**src/rtl/hsv_core_issue_scheduler.sv**
```systemverilog
// Issue-stage scheduler: one held decoded entry, register scoreboard, one-hot unit dispatch.
// Optional build macro HSV_ISSUE_WB_BYPASS_EN lets a same-cycle writeback clear a hazard.
package hsv_issue_pkg;
   typedef logic [4:0] reg_addr_t;
   typedef logic [3:0] exec_sel_t;

   localparam exec_sel_t SELECT_ALU    = 4'b0001;
   localparam exec_sel_t SELECT_BRANCH = 4'b0010;
   localparam exec_sel_t SELECT_MEM    = 4'b0100;
   localparam exec_sel_t SELECT_CSR    = 4'b1000;

   typedef struct packed {
      reg_addr_t   rs1;
      reg_addr_t   rs2;
      reg_addr_t   rd;
      exec_sel_t   exec_select;
      logic [15:0] payload;
   } issue_data_t;
endpackage

module hsv_core_issue_scheduler
   import hsv_issue_pkg::*;
#(
   parameter bit SerializeCsr = 1'b1
) (
   input  logic        clk_core,
   input  logic        rst_core,
   input  logic        flush,
   input  logic        in_valid,
   output logic        in_ready,
   input  issue_data_t in_data,
   output issue_data_t out_data,
   output logic        alu_valid,
   input  logic        alu_ready,
   output logic        branch_valid,
   input  logic        branch_ready,
   output logic        mem_valid,
   input  logic        mem_ready,
   output logic        csr_valid,
   input  logic        csr_ready,
   input  logic        wb_valid,
   input  reg_addr_t   wb_rd,
   output logic        idle
);

   // Only EMPTY/HELD is stored; STALL and SEND are the hazard-dependent views of HELD.
   typedef enum logic {
      ST_EMPTY = 1'b0,
      ST_HELD  = 1'b1
   } state_e;

   state_e      state_q, state_d;
   issue_data_t data_q, data_d;
   logic [31:0] busy_q, busy_d;
   logic [31:0] wb_clr_s, busy_eff_s, busy_set_s;
   logic [3:0]  route_s, ready_s;
   logic        held_s, csr_block_s, hazard_s, send_s;
   logic        unit_ready_s, dispatch_s, accept_s;

   function automatic logic addr_busy(input logic [31:0] mask, input reg_addr_t addr);
      return (addr != 5'd0) && mask[addr];
   endfunction

   // Writeback clear mask; x0 is never tracked.
   always_comb begin
      wb_clr_s = 32'd0;
      if (wb_valid && (wb_rd != 5'd0)) begin
         wb_clr_s[wb_rd] = 1'b1;
      end else begin
         wb_clr_s = 32'd0;
      end
   end

`ifdef HSV_ISSUE_WB_BYPASS_EN
   assign busy_eff_s = busy_q & ~wb_clr_s;
`else
   assign busy_eff_s = busy_q;
`endif

   assign held_s      = (state_q == ST_HELD);
   assign csr_block_s = SerializeCsr && (data_q.exec_select == SELECT_CSR) && (busy_eff_s != 32'd0);
   assign hazard_s    = addr_busy(busy_eff_s, data_q.rs1) | addr_busy(busy_eff_s, data_q.rs2) |
                        addr_busy(busy_eff_s, data_q.rd)  | csr_block_s;
   assign send_s      = held_s & ~hazard_s & ~rst_core & ~flush;

   // Unit routing; anything not strictly one-hot falls back to the ALU.
   always_comb begin
      case (data_q.exec_select)
         SELECT_ALU:    route_s = 4'b0001;
         SELECT_BRANCH: route_s = 4'b0010;
         SELECT_MEM:    route_s = 4'b0100;
         SELECT_CSR:    route_s = 4'b1000;
         default:       route_s = 4'b0001;
      endcase
   end

   assign ready_s      = {csr_ready, mem_ready, branch_ready, alu_ready};
   assign unit_ready_s = |(route_s & ready_s);
   assign dispatch_s   = send_s & unit_ready_s;
   assign in_ready     = ~rst_core & ~flush & (~held_s | dispatch_s);
   assign accept_s     = in_valid & in_ready;

   assign alu_valid    = send_s & route_s[0];
   assign branch_valid = send_s & route_s[1];
   assign mem_valid    = send_s & route_s[2];
   assign csr_valid    = send_s & route_s[3];
   assign out_data     = data_q;
   assign idle         = ~held_s & (busy_q == 32'd0);

   // Scoreboard set on dispatch; a same-cycle set beats the writeback clear.
   always_comb begin
      busy_set_s = 32'd0;
      if (dispatch_s && (data_q.rd != 5'd0)) begin
         busy_set_s[data_q.rd] = 1'b1;
      end else begin
         busy_set_s = 32'd0;
      end
      busy_d = (busy_q & ~wb_clr_s) | busy_set_s;
   end

   // Entry hold/release: a new accept may replace an entry dispatching this cycle.
   always_comb begin
      state_d = state_q;
      data_d  = data_q;
      if (accept_s) begin
         state_d = ST_HELD;
         data_d  = in_data;
      end else if (dispatch_s) begin
         state_d = ST_EMPTY;
      end else begin
         state_d = state_q;
      end
   end

   // State registers; flush drops the entry and scoreboard but keeps the data word.
   always_ff @(posedge clk_core) begin
      if (rst_core) begin
         state_q <= ST_EMPTY;
         busy_q  <= 32'd0;
         data_q  <= '0;
      end else if (flush) begin
         state_q <= ST_EMPTY;
         busy_q  <= 32'd0;
      end else begin
         state_q <= state_d;
         busy_q  <= busy_d;
         data_q  <= data_d;
      end
   end

endmodule

```
**config.mk**
```make
export PLATFORM = sky130hd
export DESIGN_NAME = hsv_core_issue_scheduler
export DESIGN_NICKNAME = d
export VERILOG_FILES = /design/src/rtl/hsv_core_issue_scheduler.sv
export SDC_FILE = /design/constraint.sdc
export NUM_CORES = 1
export LEC_CHECK = 0
export ABC_AREA = 1
export CORE_MARGIN = 10
export CORE_UTILIZATION = 53
export DETAILED_ROUTE_END_ITERATION = 8
export GPL_ROUTABILITY_DRIVEN = 0
export GPL_TIMING_DRIVEN = 0
export PLACE_DENSITY = 0.82
export SYNTH_ARGS = -nofsm -noshare
export SYNTH_HDL_FRONTEND = slang
export SYNTH_SLANG_ARGS = --single-unit
```
**constraint.sdc**
```tcl
create_clock -name clk_core -period 2.83 [get_ports clk_core]
set_input_delay 0.849 -clock clk_core [delete_from_list [all_inputs] [get_ports clk_core]]
set_output_delay 0.849 -clock clk_core [all_outputs]
set_load 0.01 [all_outputs]
```
After elaboration in Yosys (flattened, before gate mapping)
Cells that the tools add are included.
{ "classes": {"bitwise": 24, "n_eq_ne": 3, "shifts": 0, "mux": 15, "n_reduce_logical": 18, "div_mod_pow": 0, "n_mul": 0, "n_lt_le_gt_ge": 6, "addsub": 0} }
{ "ops": {"columns": ["cell", "count"], "rows": [
  ["$mux 32", 2],
  ["$and 32x32->32", 1],
  ["$logic_not 32->1", 1],
  ["$not 32->32", 1],
  ["$or 32x32->32", 1],
  ["$reduce_bool 32->1", 1],
  ["$lt 5x6->1 const B", 4],
  ["$reduce_bool 5->1", 4],
  ["$bmux 1 s5", 3],
  ["$and 1x1->1", 12],
  ["$pmux 4 s3", 1],
  ["$demux 1 s5", 2],
  ["$ge 5x1->1 const B", 2],
  ["$logic_and 1x1->1", 8],
  ["$mux 1", 7],
  ["$and 4x4->4", 1],
  ["$eq 4x2->1 const B", 1],
  ["$eq 4x3->1 const B", 1],
  ["$eq 4x4->1 const B", 1],
  ["$not 1->1", 4],
  ["$or 1x1->1", 4],
  ["$reduce_or 4->1", 1],
  ["$reduce_and 2->1", 1],
  ["$reduce_bool 2->1", 1],
  ["$reduce_or 2->1", 1]
]} }
{ "totals": {"mem_bits_rw": 0, "memories": 0, "register_bits": 68, "out_inout_bits": 41, "rom_bits": 0, "wordCells": 73, "latchBits": 0} }

Logic depth before layout (Yosys ltp)
{ "depth": {"depth_word": 15, "depth_mapped": 20, "mapped_depth_nobuf": 17} }

Least setup slack after synthesis
Ideal clock, no wire load.
{ "synth_path": {"kind": "in2out", "start": "input port rst_core", "end": "output port in_ready", "required_ns": 1.981, "path_slack_ns": 0.215, "arrival_ns": 1.766, "path_stages": 5, "cell_sequence": "nor2_1 buf_2 clkinv_1 clkbuf_1 a21oi_1"} }
{ "synth_via": {"elab_chain_len": 6, "word_cells_on_any_way": 7, "classes_between": "bitwise (7)"} }
{ "synth_lines": {"columns": ["element", "line", "text"], "rows": [
  ["from (decl)", "27", "input logic rst_core,"],
  ["$not 1->1 *", "84, 100", null],
  ["$and 1x1->1 (2 in series)", "84", "assign send_s = held_s & ~hazard_s & ~rst_core & ~flush;"],
  ["$and 1x1->1", "99", "assign dispatch_s = send_s & unit_ready_s;"],
  ["$or 1x1->1", "100", "assign in_ready = ~rst_core & ~flush & (~held_s | dispatch_s);"],
  ["$and 1x1->1 *", "100", null],
  ["to (decl)", "30", "output logic in_ready,"]
]} }
Mark *: on every way between the ends. The rest lies on a longest branch, timed or not.

Worst setup path after layout
{ "layout_path": {"start": "register data_q, in the netlist out_data[20]", "end": "output port in_ready"} }
{ "layout_via": {"elab_chain_len": 12, "word_cells_on_any_way": 13, "classes_between": "mux (2); bitwise (9); reduce/logical (2)"} }
{ "layout_lines": {"columns": ["element", "line", "text"], "rows": [
  ["from (decl)", "53", "issue_data_t data_q, data_d;"],
  ["from (signal assigned)", "147", "data_q <= data_d;"],
  ["$bmux 1 s5", "61", "return (addr != 5'd0) && mask[addr];"],
  ["$mux 1 (not written as such)", "61", null],
  ["$logic_and 1x1->1 *", "61", null],
  ["$or 1x1->1 *", "82", "assign hazard_s = addr_busy(busy_eff_s, data_q.rs1) | addr_busy(busy_eff_s, data_q.rs2) |"],
  ["$or 1x1->1 *", "83", "addr_busy(busy_eff_s, data_q.rd) | csr_block_s;"],
  ["$not 1->1 *", "84", null],
  ["$and 1x1->1 * (3 in series)", "84", null],
  ["$and 1x1->1 *", "99", null],
  ["$or 1x1->1 *", "100", null],
  ["$and 1x1->1 *", "100", null]
]} }
Mark *: on every way between the ends. The rest lies on a longest branch, timed or not. The select of a mux whose other input is x is not followed.

==> run metrics <==
failing checks negative setup slack; H-Tree Depth 3; first-pass GRT wire length about 26000 um; Final Slew Violations 0; GR Overflow Total 0; register area share after synthesis 0.296; DP HPWL 11900 um; Num CTS Buffers 9; cell area after technology mapping 4600 um^2; initial antenna violation count 0; commonest non-fill, non-tap cells in the layout nand2_1, inv_1, nand3_1, clkdlybuf4s50_1, nor2_1; Final Util 0.732; fin cells between 1000 and 1500; Hold Crit Class reg2reg; CP required ~2.0 ns; Core ar. 8340 um^2; Max-Slew Margin vs Limit 0.610; Slowest-stage cell, CP dfxtp_2; drt first pass iters 7; CP Capture Type output port; final worst path period need between 2 and 3 ns; crit-path cells buf_8, inv_8, buf_8, nand2_2, nand2_1, nand2_1, nand2_1, nand2_1, nand2_1, nor2_1, nand2_1, a21oi_4, nand3_2, a21oi_2, buf_2; total power about 2.5 mW; Syn Area/Cell around 5.6 um^2; DP Area about 5600 um^2; finished layout cell area between 6000 and 7000 um^2; CTS tree yes; status finished, violations left; crit path launch type flip-flop; Post-Route WL around 16000 um; number of global-route vias before repair ~5600; row count 33; drt drc 0; DR vias 5616; WP data arrival 2.13 ns; pwr dens 411 nW/um^2; Total Neg Setup Slack -0.504 ns; n_diodes 0; commonest non-fill, non-tap cell in the layout nand2_1; starting DRC count in detailed routing approximately 560; unrepaired setup endpoints after global routing true; clk buf depth 2; Die Span Y about 110 um; Syn Nets approximately 860; Critical Path Max Stage Delay between 0.3 and 0.4 ns; average wire per standard cell around 15 um; Place WS -1.07 ns; worst-case hold slack a little under 0.5 ns; Hold Fails Final Rpt 0; Slew @ Worst Pin a little under 0.6 ns; most used cell, CP nand2_1; placed cells just over 1000; nets@finish between 900 and 1000; Total GRT Usage 0.245; initial core utilization 0.552; # setup viols final 5; post-route ant nets 0; WS Path Type reg2out; fmax 0.336 GHz; largest area contributor in the netlist dfxtp_1; area delta synth->final 32.7%; Root Driver clkbuf_8; Cell variety after synth 24; Final WS setup -0.147 ns; cells after synthesis 815; Yosys top cell area share 0.296; Setup Skew 0.0124 ns; Die ar. ~13000 um^2; fraction of layout instances using a drive strength above 1 0.0967; Max-Cap Viols 0; hold buffers post-CTS 0; number of clock sinks 68; die width between 100 and 150 um; worst-path fanout max 8; # fillers 708; IO Count 90; synth top area cells dfxtp_1, nand2_1, inv_1, nand3_1, nand4_1; Yosys reg bits around 70; Ys Warns 0; Via-to-Cell Ratio about 5.4; Leak ~3 nW; worst path bufs/invs 4; I/O Buffers 88; worst vdd ir roughly 0.29 mV; clk_lat worst skew about 0.36 ns; cell family with most CP delay simple AND/OR/NAND/NOR gates; clk slew on worst S/H paths 0.08 ns; final worst-path cycle share 1.05; largest net degree at the start of global routing 17
[report_power, final]
| part | switching [mW] | internal [mW] |
|---|---|---|
| sequential | 0.0264 | 0.984 |
| clock | 0.407 | 0.588 |
| combinational | 0.289 | 0.214 |
| total | 0.722 | 1.78 |
[final timing paths]
kind                 startpoint             to  slack [ns]  cells after the start
hold / removal    busy_eff_s[2]  busy_eff_s[2]        0.49                      2
setup / recovery   out_data[20]       in_ready       -0.15                     15
hold reg to reg   busy_eff_s[2]  busy_eff_s[2]        0.49                      2
setup reg to reg   out_data[20]    out_data[2]        0.29                     21
[Yosys cell counts]
library cell    n
dfxtp_1        68
a31oi_1         2
clkinv_1        3
o21ai_0        36
buf_6           2
buf_4           5
nand3_2         1
nand2_4         1
clkinv_2        1
nand2_1       249
nor3_1          9
buf_2          16
nand4_1        52
nand3_1        81
o211ai_1        2
buf_1           6
clkbuf_1       10
nor2_2          2
inv_2           4
o2111ai_1       1
a21oi_1        34
nor2_1         78
nand3_4         1
inv_1         151
[layer usage]
layer / share of wire / GRT usage / wire length (um)
met5: 0 / 0 / 0
met4: 0.033 / 0.118 / 536
met1: 0.39 / 0.281 / 6170
met2: 0.45 / 0.392 / 7230
met3: 0.13 / 0.0961 / 2070
[final cells by class]
type,count,area [um^2],share of cell area
Timing Repair Buffer,101,948,0.155
Sequential cell,68,1370,0.224
Multi-Input combinational cell,549,2520,0.413
Clock buffer,10,128,0.0209
Tap cell,105,131,0.0215
Buffer,38,273,0.0447
Inverter,159,624,0.102
Clock inverter,6,111,0.0182
[repair_timing]
item / 4_1_cts / 5_1_grt
cloned: 1 / 1
setup endpoints to repair: 6 / 5
resized for setup: 72 / 12
pin swaps: 12 / 13
buffers inserted: 8 / 3
[tightest hold or removal path, cell delays in order, from the launching register on]
cell,delay (ns)
dfxtp_1,0.31
o21ai_0,0.07
a21oi_1,0.06
[flip-flops by register name, indices dropped and copies added (netlist names)]
name and flops:
out_data 35, busy_eff_s 32, held_s 1
[cells by family (layout without fill, tap and decap cells)]
family / Yosys count / after routing / share of synthesized area
AOI/OAI and AO/OA: 75 / 75 / 0.0840
buffers and inverters: 198 / 314 / 0.174
DFF: 68 / 68 / 0.296
and+or+nand+nor: 474 / 474 / 0.447
Note: power is estimated with default switching activity, not from simulation.
